$ cat config.mk
export PLATFORM = sky130hd
export DESIGN_NAME = count_sequencer
export DESIGN_NICKNAME = d
export VERILOG_FILES = /design/src/rtl/count_sequencer_pkg.sv /design/src/rtl/count_sequencer_tick_gen.sv /design/src/rtl/count_sequencer.sv
export SDC_FILE = /design/constraint.sdc
export NUM_CORES = 1
export LEC_CHECK = 0
export ABC_AREA = 1
export CORE_UTILIZATION = 52
export DETAILED_ROUTE_END_ITERATION = 8
export PLACE_DENSITY = 0.72
export SYNTH_ARGS = -nofsm -noshare
export SYNTH_HDL_FRONTEND = slang
export SYNTH_HIERARCHICAL = 1
export SYNTH_SLANG_ARGS = --single-unit
export TNS_END_PERCENT = 50
$ cat constraint.sdc
create_clock -name clk -period 1.9 [get_ports clk]
set_input_delay 0.38 -clock clk [delete_from_list [all_inputs] [get_ports clk]]
set_output_delay 0.38 -clock clk [all_outputs]
set_load 0.005 [all_outputs]
$ cat src/rtl/count_sequencer_pkg.sv
// Shared definitions for the display-counter sequencer: counter width,
// sequence mode encodings and FSM state encoding.
package count_sequencer_pkg;

  localparam int CNT_W = 8;

  typedef enum logic [1:0] {
    MODE_NONE   = 2'b00,
    MODE_RUN_TO = 2'b01,
    MODE_BOUNCE = 2'b10,
    MODE_STEP   = 2'b11
  } mode_e;

  typedef logic [2:0] state_t;

  localparam state_t ST_IDLE   = 3'd0;
  localparam state_t ST_WAIT   = 3'd1;
  localparam state_t ST_PULSE  = 3'd2;
  localparam state_t ST_SETTLE = 3'd3;
  localparam state_t ST_FIN    = 3'd4;

endpackage

$ cat src/rtl/count_sequencer_tick_gen.sv
// Prescaler: counts 0..DIV-1 while enabled and wraps, with a one-cycle tick
// on the last count. Also suitable as a debounce sample strobe.
module count_sequencer_tick_gen #(
  parameter int DIV = 50_000_000
) (
  input  logic clk,
  input  logic rst,
  input  logic clr_i,
  input  logic en_i,
  output logic tick_o
);

  localparam int PW = (DIV > 1) ? $clog2(DIV) : 1;
  localparam logic [PW-1:0] LAST = PW'(DIV - 1);

  logic [PW-1:0] cnt_q, cnt_d;

  always_comb begin
    cnt_d = cnt_q;
    if (clr_i) begin
      cnt_d = '0;
    end else if (en_i) begin
      cnt_d = (cnt_q == LAST) ? '0 : cnt_q + 1'b1;
    end
  end

  assign tick_o = en_i && !clr_i && (cnt_q == LAST);

  always_ff @(posedge clk or negedge rst) begin
    if (!rst) begin
      cnt_q <= '0;
    end else begin
      cnt_q <= cnt_d;
    end
  end

endmodule

$ cat src/rtl/count_sequencer.sv
// Sequences an external up/down counter through run-to-target, bounce and
// single-step programs by pulsing its enable at a prescaled step rate.
module count_sequencer
  import count_sequencer_pkg::*;
#(
  parameter int N   = CNT_W,
  parameter int DIV = 50_000_000
) (
  input  logic         clk,
  input  logic         rst,
  input  logic         start_i,
  input  logic         stop_i,
  input  logic [1:0]   mode_i,
  input  logic         dir_i,
  input  logic [N-1:0] target_i,
  input  logic [N-1:0] lo_i,
  input  logic [N-1:0] hi_i,
  input  logic [N-1:0] cnt_val_i,
  output logic         cnt_en_o,
  output logic         cnt_up_o,
  output logic         busy_o,
  output logic         done_o,
  output logic [2:0]   state_o
);

  state_t       state_q, state_d;
  mode_e        mode_q, mode_d;
  logic [N-1:0] target_q, target_d, lo_q, lo_d, hi_q, hi_d;
  logic         first_q, first_d;
  logic         cnt_en_q, cnt_up_q, up_d;
  logic         tick, tick_clr, start_ok;
  logic         eval_term, eval_up;

  // start is a request taken only in IDLE; stop wins over start and aborts
  // any state on the next edge without a done pulse.
  assign start_ok = start_i && !stop_i && (mode_i != MODE_NONE);

  count_sequencer_tick_gen #(.DIV(DIV)) u_tick (
    .clk    (clk),
    .rst    (rst),
    .clr_i  (tick_clr),
    .en_i   (state_q != ST_IDLE),
    .tick_o (tick)
  );

  // Terminal test and next direction from the current counter feedback.
  always_comb begin
    eval_term = 1'b1;
    eval_up   = cnt_up_q;
    case (mode_q)
      MODE_RUN_TO: begin
        eval_term = (cnt_val_i == target_q);
        eval_up   = (target_q > cnt_val_i);
      end
      MODE_BOUNCE: begin
        eval_term = (lo_q >= hi_q);
        if (first_q)                 eval_up = (cnt_val_i < hi_q);
        else if (cnt_val_i >= hi_q)  eval_up = 1'b0;
        else if (cnt_val_i <= lo_q)  eval_up = 1'b1;
      end
      default: ;
    endcase
  end

  always_comb begin
    state_d  = state_q;
    mode_d   = mode_q;
    target_d = target_q;
    lo_d     = lo_q;
    hi_d     = hi_q;
    first_d  = first_q;
    up_d     = cnt_up_q;
    tick_clr = 1'b0;
    case (state_q)
      ST_IDLE: begin
        if (start_ok) begin
          mode_d   = mode_e'(mode_i);
          target_d = target_i;
          lo_d     = lo_i;
          hi_d     = hi_i;
          first_d  = 1'b1;
          tick_clr = 1'b1;
          if (mode_i == MODE_STEP) begin
            up_d    = dir_i;
            state_d = ST_PULSE;
          end else begin
            state_d = ST_WAIT;
          end
        end
      end
      ST_WAIT: begin
        first_d = 1'b0;
        if (first_q && eval_term) begin
          state_d = ST_FIN;
        end else begin
          if (first_q) up_d = eval_up;
          if (tick)    state_d = ST_PULSE;
        end
      end
      ST_PULSE:  state_d = ST_SETTLE;
      ST_SETTLE: begin
        if (eval_term) begin
          state_d = ST_FIN;
        end else begin
          up_d    = eval_up;
          state_d = ST_WAIT;
        end
      end
      ST_FIN:  state_d = ST_IDLE;
      default: state_d = ST_IDLE;
    endcase
    if (stop_i) state_d = ST_IDLE;
  end

  always_ff @(posedge clk or negedge rst) begin
    if (!rst) begin
      state_q  <= ST_IDLE;
      mode_q   <= MODE_NONE;
      target_q <= '0;
      lo_q     <= '0;
      hi_q     <= '0;
      first_q  <= 1'b0;
      cnt_en_q <= 1'b0;
      cnt_up_q <= 1'b1;
    end else begin
      state_q  <= state_d;
      mode_q   <= mode_d;
      target_q <= target_d;
      lo_q     <= lo_d;
      hi_q     <= hi_d;
      first_q  <= first_d;
      cnt_en_q <= (state_d == ST_PULSE);
      cnt_up_q <= up_d;
    end
  end

  assign cnt_en_o = cnt_en_q;
  assign cnt_up_o = cnt_up_q;
  assign busy_o   = (state_q != ST_IDLE);
  assign done_o   = (state_q == ST_FIN);
  assign state_o  = state_q;

endmodule

==> results of run 1 <==
state kept, by name, indices dropped and copies added (netlist names):
signal        cells
state_o           3
cnt_en_o          1
lo_q              8
hi_q              8
cnt_up_o          1
u_tick/cnt_q     26
mode_q            2
target_q          8
first_q           1
critical path, cell delays in order:
cell and delay (ps):
clkdlybuf4s50_1 480, inv_1 50, ha_1 290, nand2_2 80, nor2_4 140, nand3_2 100, o21bai_4 130, inv_2 60
nand2_4 80, nand2_4 50, nand2_1 60, nand2_1 40, nand2_1 70, inv_1 40
metal layers:
layer	vias up	share of wire, %
met5	-	0
met4	0	0.76
met3	7	4.2
met2	79	45
met1	1651	50
li1	1833	-
power by group through the flow:
stage | combinational, mW | clock [mW] | sequential, mW
finish | 1.39 | 1.10 | 1.55
global route | 1.59 | 1.18 | 1.57
CTS | 1.34 | 1.14 | 1.54
detailed placement | 1.32 | 0 | 1.56
global placement | 1.27 | 0 | 1.56
floorplan | 0.897 | 0 | 1.53
worst paths after layout:
check / to / slack, ps / cells after the start
worst max-delay path: state_o[1] / 90 / 14
worst min-delay path: lo_q[1] / 490 / 2
worst max register to register: cnt_up_o / 150 / 11
worst min register to register: target_q[7] / 510 / 2
max in group asynchronous: cnt_up_o / 730 / 3
min in group clk: target_q[7] / 510 / 2
cell families (layout without fill, tap and decap cells):
logic type,count (synthesis),after routing,share of synthesized area [%]
xor gates and xnor gates,12,12,2.59
AOI/OAI and AO/OA,82,82,12.4
buffers and inverters,92,171,9.77
and+or+nand+nor,247,247,28.7
adders and majority gates,35,35,10.8
DFF,58,58,35.8
per-stage QoR:
step / hold slack [ps] / util [%] / instance area [um^2]
2_1_floorplan: 84.4 / - / 4060
3_5_place_dp: 325 / 63.9 / 4740
3_3_place_gp: 312 / 63.9 / 4740
6_report: 493 / 67.6 / 5010
5_1_grt: 515 / 67.6 / 5010
4_1_cts: 482 / 66.8 / 4950
Yosys cell counts (all sizes together), types with 4 or more instances:
| cell | count |
|---|---|
| ha | 35 |
| nand3 | 24 |
| a31oi | 4 |
| inv | 83 |
| buf | 8 |
| o21ai | 42 |
| xor2 | 9 |
| dfrtp | 57 |
| nand2 | 160 |
| nand4 | 6 |
| a21oi | 25 |
| nor3 | 4 |
| o22ai | 5 |
| nor2 | 50 |
area by class of cell:
cell class	instances	share of cell area [%]
Clock buffer	10	2.55
Clock inverter	6	1.15
Sequential cell	58	29.0
Timing Repair Buffer	72	13.6
Multi-Input combinational cell	376	44.9
Inverter	83	6.22
Tap cell	99	2.47
timing repair:
item,4_1_cts,5_1_grt
resized for setup,4,13
pin swaps,1,4
hold endpoints to repair,13,0
buffers inserted,2,2
setup endpoints to repair,2,3
hold buffers,1,0
==> reports/results.ini, run 1 <==
[finish]
diodes=0
nets=674
most-common-layout-cells=145 x nand2_1, 73 x inv_1, 55 x dfrtp_1, 38 x clkdlybuf4s50_1, 35 x nor2_1
finalNonFillerCells=704
fill_cells=626
area.growth.synth_to_final_pct=23.4
multi_input_area_um2=2250
seqCellArea_um2=1460
final_common_cell=nand2_1
drive_above_1_share_pct=17.7

[place]
hpwl_mm=6.79
io_buffers=45
dp_slack_ps=-279
routabilityCongestion=0.845
dp.cells=683

[grt]
grtUsageMet1_pct=32.6
grt_pass1_wl_mm=16.1
grt_pass1_vias=3579
antenna_found_initial=0
met3_usage_pct=5.05
overflow=0
grt_usage_pct=24.6
gr-max-usage-layer=met2
grtUsageMet2_pct=40.8
grt_start_max_net_pins=40

[sta]
clock_skew_ps=4.06
drv_slew=0
min_period_ps=1810
relSlewSlack_pct=72.8
finalSetupTns_ps=0
rsz0062_at_grt=no
fmax_mhz=552
fin_crit_sh_pct=95.4
hold_viol=0
setup_viol=0
fin_ws_ps=87.2
worstMarginPinSlew_ps=408

[yosys]
synth.area.top_cells=dfrtp_1 35%, nand2_1 13%, ha_1 11%
ys_warn_count=6
ys_seq_elements=58
synth_flop_cell=dfrtp_1
yosysSeqAreaShare_pct=35.8
syn_inst=526
yosysUniqueCellTypes=39
synth_edf_count=0
yosysTopAreaCell=dfrtp_1
avgSynthCellArea_um2=7.72
syn_area_um2=4060
async_flop_share_pct=100
synth_top_area_share_pct=35.1
synth_fp_nets=600

[die]
start_util_pct=54.8
ios=46
dieArea_um2=8170
num_rows=31
die_w_um=90.4
die_h_um=90.4
core_area_um2=7410

[routing]
routedWlPerCell_um=13.0
vias_per_cell=5.07
drtAntennaViolNets=0
routed_wl_mm=9.13
first_pass_iters=4
route.vias.total=3570
drc=0
drt_iter0_markers=166

[power]
power.leakage_nw=2.48
seq_power_share_pct=38.3
power_switching_mw=1.42
clockPowerShare_pct=27.3
pwr-share-comb_pct=34.4
p_sw_share_pct=35.0
finalPower_mw=4.05
p_per_area_nw_per_um2=808
peakVddDrop_mv=0.626
intPower_mw=2.63

[clock_tree]
cts_root_buffer=clkbuf_8
clk_pin_slew_worst_paths_ps=70
cts_buffers=9
cts_sinks=58
cts_max_level=3
clk_latency_ps=340
cts_tree=done
cts_buffer_depth=2

[worst_setup_path]
startpoint_type=input pin
crit_fanout=3
end_kind=flip-flop
crit_start=cnt_val_i[2]
required_ps=2130
worstSetupPathType=input pin to flip-flop
crit-reg2reg-launch=hi_q[7]
arrival_ps=2040

[flow_run]
max_cap_violations=0

[min_path]
hold_path.class=input pin to async pin

[outcome]
outcome=finished clean

Power figures use the tool's default switching activity.
==> run 2: changes to the inputs <==
--- a/config.mk
+++ b/config.mk
@@ -6,6 +6,7 @@
 export NUM_CORES = 1
 export LEC_CHECK = 0
 export ABC_AREA = 1
+export CORE_ASPECT_RATIO = 1.5
 export CORE_UTILIZATION = 52
 export DETAILED_ROUTE_END_ITERATION = 8
 export PLACE_DENSITY = 0.72
==> run 2 against run 1 <==
Net effect: critical path depth did not move; flip-flop and latch count did not move; clock skew fell by 1.5 ps; global-route usage rose by 1.6 points; power rose by 11%; cell area rose by 4.0%; wire length rose by 6.3%; highest routed layer unchanged; register-to-register slack got worse by 30 ps.
==> reports/results.ini, run 2 (same netlist as run 1, synthesis figures left out) <==
[power]
finalPower_mw=4.49  ; was 4.05 mW
power.leakage_nw=2.58  ; was 2.48 nW
peakVddDrop_mv=0.647  ; was 0.626 mV
p_per_area_nw_per_um2=861  ; was 808 nW/um^2

[finish]
fill_cells=658  ; was 626
finalNonFillerCells=712  ; was 704
final_util_pct=68.4  ; was 67.6%
nets=679  ; was 674
most-common-layout-cells=144 x nand2_1, 72 x inv_1, 54 x dfrtp_1, 36 x clkdlybuf4s50_1, 33 x nor2_1  ; was 145 x nand2_1, 73 x inv_1, 55 x dfrtp_1, 38 x clkdlybuf4s50_1, 35 x nor2_1
diodes=0  ; unchanged
area.growth.synth_to_final_pct=28.3  ; was 23.4%
final_common_cell=nand2_1  ; unchanged
drive_above_1_share_pct=19.3  ; was 17.7%
largest_reg_flops=26  ; unchanged
top_register=u_tick/cnt_q  ; unchanged

[worst_setup_path]
crit_start=cnt_val_i[7]  ; was cnt_val_i[2]
max_stage_delay_ps=500  ; was 480 ps
path_delay_family=simple AND/OR/NAND/NOR gates  ; was buffers and inverters
slowest_stage=clkdlybuf4s50_1  ; unchanged
startpoint_type=input pin  ; unchanged
arrival_ps=2030  ; was 2040 ps
crit_fanout=3  ; unchanged
end_kind=flip-flop  ; unchanged
path_buf_inv=3  ; was 4
cpMostUsedCell=nand2_1  ; unchanged
crit-reg2reg-launch=hi_q[7]  ; unchanged
required_ps=2120  ; was 2130 ps
worstSetupPathType=input pin to flip-flop  ; unchanged
path_cells=clkdlybuf4s50_1, inv_2, ha_4, nand2_2, nor2_4, nand3_2, o21bai_4, inv_2, nand2_4, nand2_4, nand2_1, nand2_1, nand2_1, nor2_1  ; was clkdlybuf4s50_1, inv_1, ha_1, nand2_2, nor2_4, nand3_2, o21bai_4, inv_2, nand2_4, nand2_4, nand2_1, nand2_1, nand2_1, inv_1

[grt]
gr-max-usage-layer=met2  ; unchanged
met3_usage_pct=4.45  ; was 5.05%
grt_pass1_vias=3809  ; was 3579
grt_start_max_net_pins=42  ; was 40
grtUsageMet1_pct=24.9  ; was 32.6%
antenna_found_initial=0  ; unchanged
grt_pass1_wl_mm=16.0  ; was 16.1 mm
grtUsageMet2_pct=51.1  ; was 40.8%
overflow=0  ; unchanged
grt_usage_pct=26.2  ; was 24.6%

[sta]
worstMarginPinSlew_ps=438  ; was 408 ps
clock_skew_ps=2.52  ; was 4.06 ps
drv_slew=0  ; unchanged
fmax_mhz=554  ; was 552 MHz
fin_hold_ws_ps=485  ; was 493 ps
relSlewSlack_pct=70.8  ; was 72.8%
min_period_ps=1800  ; was 1810 ps
fin_crit_sh_pct=95.0  ; was 95.4%
setup_viol=0  ; unchanged
finalSetupTns_ps=0  ; unchanged
hold_viol=0  ; unchanged

[die]
core_area_um2=7610  ; was 7410 um^2
dieArea_um2=8180  ; was 8170 um^2
start_util_pct=53.4  ; was 54.8%
ios=46  ; unchanged
die_w_um=74.2  ; was 90.4 um
num_rows=39  ; was 31
die_h_um=110  ; was 90.4 um

[flow_run]
max_cap_violations=0  ; unchanged

[clock_tree]
cts_max_level=3  ; unchanged
clk_latency_ps=330  ; was 340 ps
cts_tree=done  ; unchanged
cts_root_buffer=clkbuf_16  ; was clkbuf_8
clk_pin_slew_worst_paths_ps=50  ; was 70 ps
cts_sinks=58  ; unchanged
cts_buffers=9  ; unchanged
cts_buffer_depth=2  ; unchanged

[routing]
routed_wl_mm=9.70  ; was 9.13 mm
first_pass_iters=5  ; was 4
routedWlPerCell_um=13.6  ; was 13.0 um
drc=0  ; unchanged
drt_iter0_markers=84  ; was 166
vias_per_cell=5.13  ; was 5.07
drtAntennaViolNets=0  ; unchanged
route.vias.total=3655  ; was 3570

[outcome]
outcome=finished clean  ; unchanged

[place]
routabilityCongestion=0.849  ; was 0.845
io_buffers=45  ; unchanged
hpwl_mm=7.34  ; was 6.79 mm
dp.cells=692  ; was 683

[min_path]
hp-start=target_q[6]
hold_path.class=flip-flop to flip-flop  ; was input pin to async pin

run 2: repair_timing:
action,CTS,global route
pin swaps,0,9
hold endpoints to repair,11,0
gates resized for setup,2,27
setup buffers,1,2
hold buffers,1,0
endpoints found under the setup margin,2,4
run 2: worst paths after layout:
check                                    to  slack, ps  depth (start not counted)
worst min-delay path            target_q[6]        490                          2
worst max register to register     cnt_en_o        120                         12
max in group asynchronous          cnt_up_o        760                          3
min in group asynchronous           hi_q[3]        520                          2
worst max-delay path               cnt_en_o        100                         14
worst min register to register  target_q[6]        490                          2
run 2: layout make-up:
cell class	count	area, um^2	area share (%)
sequential	58	1460	28.0
inverter	83	312	5.98
tap	102	128	2.45
timing repair buffer	77	742	14.2
clock buffer	13	250	4.80
clock inverter	3	15.0	0.288
multi-input combinational	376	2310	44.3
run 2: worst register-to-register path: cells and delay by family (launching register included):
| family | cells | cell delay (ps) |
|---|---|---|
| adders and majority gates | 1 | 260 |
| and+or+nand+nor | 9 | 810 |
| DFF | 1 | 360 |
| AOI/OAI and AO/OA | 1 | 190 |
| buffers and inverters | 1 | 110 |
run 2: report_power, final:
part,internal [mW],total (mW),switching (mW)
Clock,0.911,1.47,0.559
Combinational,0.662,1.45,0.789
Sequential,1.42,1.57,0.142
Total,3.00,4.49,1.49
run 2: routing by layer:
layer	part of all wire, %	up-vias
met5	0	-
met4	3.5	0
met3	3.0	29
met2	56	65
met1	37	1726
li1	-	1835
run 2: per-stage QoR:
step,instance area (um^2),setup WS (ps)
after floorplan,4060,139
after global placement,4800,-241
final,5210,95.3
after global routing,5210,-2.39
after CTS,5080,1.98
after detailed placement,4800,-299
